$ cat src/rtl/muldiv_arbiter.sv
// muldiv_arbiter: shares one fixed-latency multiply/divide unit between two execute lanes.
// Grants one lane at a time, counts the unit latency and returns the result to the owning lane.
// Optional feature: define MULDIV_RR_ARB_EN for round-robin arbitration (default: lane 0 fixed priority).
module muldiv_arbiter #(
  parameter int unsigned LATENCY = 4,
  parameter int unsigned WIDTH   = 32
) (
  input  logic             clk,
  input  logic             rst_n,
  input  logic             Req0E,
  input  logic             Req1E,
  input  logic [2:0]       Op0E,
  input  logic [2:0]       Op1E,
  input  logic [WIDTH-1:0] SrcA0E,
  input  logic [WIDTH-1:0] SrcB0E,
  input  logic [WIDTH-1:0] SrcA1E,
  input  logic [WIDTH-1:0] SrcB1E,
  input  logic             Flush0E,
  input  logic             Flush1E,
  input  logic [WIDTH-1:0] UnitResult,
  output logic             UnitStart,
  output logic [2:0]       UnitOp,
  output logic [WIDTH-1:0] UnitSrcA,
  output logic [WIDTH-1:0] UnitSrcB,
  output logic             Stall0E,
  output logic             Stall1E,
  output logic             Done0,
  output logic             Done1,
  output logic [WIDTH-1:0] Result0,
  output logic [WIDTH-1:0] Result1
);

  localparam int unsigned CNT_W = 4;
  localparam logic [CNT_W-1:0] CNT_LOAD = CNT_W'(LATENCY - 1);

  typedef enum logic {IDLE, BUSY} state_e;

  state_e           state_q, state_d;
  logic [CNT_W-1:0] cnt_q, cnt_d;
  logic             owner_q, owner_d;
`ifdef MULDIV_RR_ARB_EN
  logic             prio_q, prio_d;
`endif

  logic elig0, elig1, grant_lane, owner_flush;

  // State, countdown, owner (and priority) registers
  always_ff @(posedge clk or negedge rst_n) begin
    if (!rst_n) begin
      state_q <= IDLE;
      cnt_q   <= '0;
      owner_q <= 1'b0;
`ifdef MULDIV_RR_ARB_EN
      prio_q  <= 1'b0;
`endif
    end else begin
      state_q <= state_d;
      cnt_q   <= cnt_d;
      owner_q <= owner_d;
`ifdef MULDIV_RR_ARB_EN
      prio_q  <= prio_d;
`endif
    end
  end

  // Arbitration, latency countdown and lane-facing outputs
  always_comb begin
    state_d   = state_q;
    cnt_d     = cnt_q;
    owner_d   = owner_q;
`ifdef MULDIV_RR_ARB_EN
    prio_d    = prio_q;
`endif
    UnitStart = 1'b0;
    UnitOp    = '0;
    UnitSrcA  = '0;
    UnitSrcB  = '0;
    Done0     = 1'b0;
    Done1     = 1'b0;
    Result0   = '0;
    Result1   = '0;

    elig0 = Req0E & ~Flush0E;
    elig1 = Req1E & ~Flush1E;
`ifdef MULDIV_RR_ARB_EN
    grant_lane = (elig0 & elig1) ? prio_q : elig1;
`else
    grant_lane = ~elig0;
`endif
    owner_flush = owner_q ? Flush1E : Flush0E;

    unique case (state_q)
      IDLE: begin
        if (elig0 | elig1) begin
          UnitStart = 1'b1;
          UnitOp    = grant_lane ? Op1E   : Op0E;
          UnitSrcA  = grant_lane ? SrcA1E : SrcA0E;
          UnitSrcB  = grant_lane ? SrcB1E : SrcB0E;
          owner_d   = grant_lane;
          cnt_d     = CNT_LOAD;
          state_d   = BUSY;
        end
      end
      BUSY: begin
        if (owner_flush) begin
          // Killed op: drop it, the unit result is simply never consumed
          state_d = IDLE;
        end else if (cnt_q == '0) begin
          if (owner_q) begin
            Done1   = 1'b1;
            Result1 = UnitResult;
          end else begin
            Done0   = 1'b1;
            Result0 = UnitResult;
          end
`ifdef MULDIV_RR_ARB_EN
          prio_d  = ~owner_q;
`endif
          state_d = IDLE;
        end else begin
          cnt_d = cnt_q - CNT_W'(1);
        end
      end
      default: state_d = IDLE;
    endcase

    Stall0E = Req0E & ~Done0;
    Stall1E = Req1E & ~Done1;

    // Outputs are held low for as long as reset is asserted
    if (!rst_n) begin
      UnitStart = 1'b0;
      UnitOp    = '0;
      UnitSrcA  = '0;
      UnitSrcB  = '0;
      Stall0E   = 1'b0;
      Stall1E   = 1'b0;
      Done0     = 1'b0;
      Done1     = 1'b0;
      Result0   = '0;
      Result1   = '0;
    end
  end

endmodule
$ cat config.mk
export PLATFORM = sky130hd
export DESIGN_NAME = muldiv_arbiter
export DESIGN_NICKNAME = d
export VERILOG_FILES = /design/src/rtl/muldiv_arbiter.sv
export SDC_FILE = /design/constraint.sdc
export NUM_CORES = 1
export LEC_CHECK = 0
export BUFFER_PORTS_ARGS = -buffer_cell sky130_fd_sc_hd__buf_4
export CORE_AREA = 2 2 119 121
export CTS_CLUSTER_DIAMETER = 100
export DETAILED_ROUTE_END_ITERATION = 8
export DIE_AREA = 0 0 121 123
export SETUP_SLACK_MARGIN = 0.2
export SYNTH_ARGS = -nofsm -noshare
export SYNTH_HDL_FRONTEND = slang
export SYNTH_SLANG_ARGS = --single-unit
$ cat constraint.sdc
create_clock -name clk -period 2 [get_ports clk]
set_clock_uncertainty 0.1 [all_clocks]
set_input_delay 0.4 -clock clk [delete_from_list [all_inputs] [get_ports clk]]
set_output_delay 0.4 -clock clk [all_outputs]
set_load 0.05 [all_outputs]
==> reports/metrics.yaml <==
placement_rows: 43
synth-async-reset-ratio: 1.00
critical_path.startpoint_type: "flop"
timing.critical_path.buf_inv: 3
total_of_flip_flops_plus_latches_after_synthesis: 6
critical_path.reg2reg.endpoint: "cnt_q[1]"
critical-path-slowest-cell: "or3b_4"
most_used_standard_cell_by_instance_count_after_synthesis: "nand2_1"
syn-instance-count: 383
wirelength_mm: 13.9
max_cap_violations: 0
chipHeight_um: 123
grt_pass1_wl_mm: 20.3
worst-setup-path-type: "flop to primary output"
r2r_slack_ns: 0.49
final_layout_size_suffix_gt1_frac: 0.753
required_ns: 1.50
post_cts_hold_buffer_count: 0
critPathMaxFanout: 12
grt_util_all_layers: 0.169
gpl.final_weighted_congestion: 0.882
crit_arrival_ns: 1.90
postSynthAreaPerCell_um2: 5.01
finalPower_mw: 3.03
ff2ff_path_depth: 6
tritoncts: "yes"
setup.worst_path.end_class: "primary output"
drt_iter0_markers: 110
maximum_number_of_pins_on_one_net_before_global_route_repair: 42
num_vias: 3913
dpl.hpwl_mm: 9.68
globalRouteOverflowTotal: 0
relative_max_transition_margin: 0.785
timing.setup.tns_ns: -28.28
final.fill_count: 1179
status: "finished, violations left"
finalSetupViolCount: 135
yosysTopAreaCellShare: 0.335
timing.final.hold_violations: 0
cts_max_path_buffers: 2
layout-area-overhead-vs-synth_pct: 285
design.die.area_um2: 14900
multiInputGateArea_um2: 2860
worst_r2r_startpoint: "cnt_q[1]"
post_layout_nonfiller_instances: 900
avgViaCountPerCell: 4.35
clk_pin_slew_worst_paths_ns: 0.03
count_of_flip_flops_with_a_built_in_enable_after_synthesis: 0
first_global_vias: 4048
numClockSinks: 6
drt_pass1_iterations: 4
cp.depth: 7
grt_setup_unrepaired: "yes"
route.antenna.remaining_nets: 0
worst-slew-pin-transition_ns: 0.313
syn_nets: 556
worst_ir_drop_vdd_mv: 0.335
tritoncts.num_buffers: 3
dp_cells: 871
fp.coreArea_um2: 13600
drc_errors: 0
max_freq_mhz: 416
hold-worst-slack_ns: 0.0559
place.port_buffers: 307
critical_path.max_stage_delay_ns: 0.46
synth.area.top_cells: "nand2_1 33%, a21oi_1 18%, nor2_2 9.8%"
worst_slack_ns: -0.403
yosys.area.top_type: "nand2_1"
clock_tree.htree_level_count: 1
synthesis.yosys.warnings: 0
power.density_nw_per_um2: 410
worst_hold_path_type: "input port to async pin"
clockRootBuffer: "clkbuf_16"
period_needed_ns: 2.40
wl_per_cell_um: 15.4
antenna_diode_count: 0
p_leak_nw: 3.15
finalCritPeriodShare: 1.20
floorplan.initialDensity: 0.141
dieWidth_um: 121
num-nets-final: 895
ff_latch_area_um2: 151
slew_violations: 0
synth-seq-area-share: 0.0783
post_synth_num_cell_types: 30
synth_ff_type: "dfrtp_1"
violations: "negative setup slack"
post_synth_instance_area_um2: 1920
critical_path.top_delay_family: "simple AND/OR/NAND/NOR gates"
synth_top_cells_by_count: "171 x nand2_1, 68 x a21oi_1, 37 x nor2_1, 30 x nor2_2, 18 x clkbuf_1"
io-pin-count: 308
cells_traversed_along_the_worst_timing_path: "inv_2 -> ha_4 -> nand4bb_4 -> or3b_4 -> buf_12 -> nor2_4 -> buf_8"
insertion_delay_ns: 0.23
grt_antenna_before_repair: 0
-- how the worst max path moves through the flow --
stage          startpoint     endpoint  slack, ns
6_report         cnt_q[1]  Result1[10]      -0.40
3_5_place_dp     cnt_q[1]  Result1[31]      -0.17
5_1_grt          cnt_q[1]  Result0[29]      -0.46
4_1_cts          cnt_q[1]  Result1[31]      -0.40
2_1_floorplan    cnt_q[0]  Result1[10]      -0.19
3_3_place_gp     cnt_q[1]  Result1[31]      -0.16
-- per-stage QoR --
step | utilization | area, um2 | setup WS (ns)
floorplan | - | 3420 | -0.191
global placement | 0.441 | 6000 | -0.161
detailed placement | 0.441 | 6000 | -0.170
CTS | 0.527 | 7170 | -0.399
global route | 0.543 | 7390 | -0.456
finish | 0.543 | 7390 | -0.403
-- what timing repair did --
action	in CTS	in global routing
endpoints found under the setup margin	136	136
endpoints found under the hold margin	0	0
buffers inserted	9	2
gates cloned	12	3
pin swaps	2	5
gates resized for setup	187	44
-- sequential cells by signal, summed over array words and instances, names as in the netlist --
register  flops
cnt_q         4
owner_q       1
state_q       1
-- cell families after synthesis --
| kind of cell | count (synthesis) | synth area share |
|---|---|---|
| muxes | 2 | 0.0111 |
| and+or+nand+nor | 256 | 0.573 |
| buffers and inverters | 42 | 0.113 |
| AOI/OAI and AO/OA | 76 | 0.217 |
| DFF | 6 | 0.0783 |
| adders and majority gates | 1 | 0.00652 |
-- per-layer routing --
layer,vias up,global-route usage,part of all wire
li1,1903,-,-
met1,1832,0.183,0.35
met2,164,0.342,0.57
met3,14,0.0309,0.069
met4,0,0.0262,0.012
met5,-,0,0
-- cells in the final DEF, fill, tap and decap left out, types with 3 or more instances in the layout --
cell type and n:
clkbuf_16 5, buf_8 50, dfrtp_1 5, a21oi_4 67, inv_1 3, buf_12 17
buf_6 104, nor2_4 64, nand2_2 9, inv_2 3, buf_4 184, nand2_1 152
buf_16 13, nand2_4 10
-- final cells by class --
type | instances | area share
Clock buffer | 3 | 0.0102
Inverter | 6 | 0.00305
Sequential cell | 6 | 0.0205
Multi-Input combinational cell | 335 | 0.387
Tap cell | 180 | 0.0305
Timing Repair Buffer | 370 | 0.549
-- report_power, final --
| part | switching [mW] | internal (mW) |
|---|---|---|
| registers | 0.0485 | 0.173 |
| logic | 1.31 | 1.17 |
| clock network | 0.0712 | 0.257 |
| total | 1.43 | 1.60 |
No activity file was read; power rests on OpenSTA's default activity.
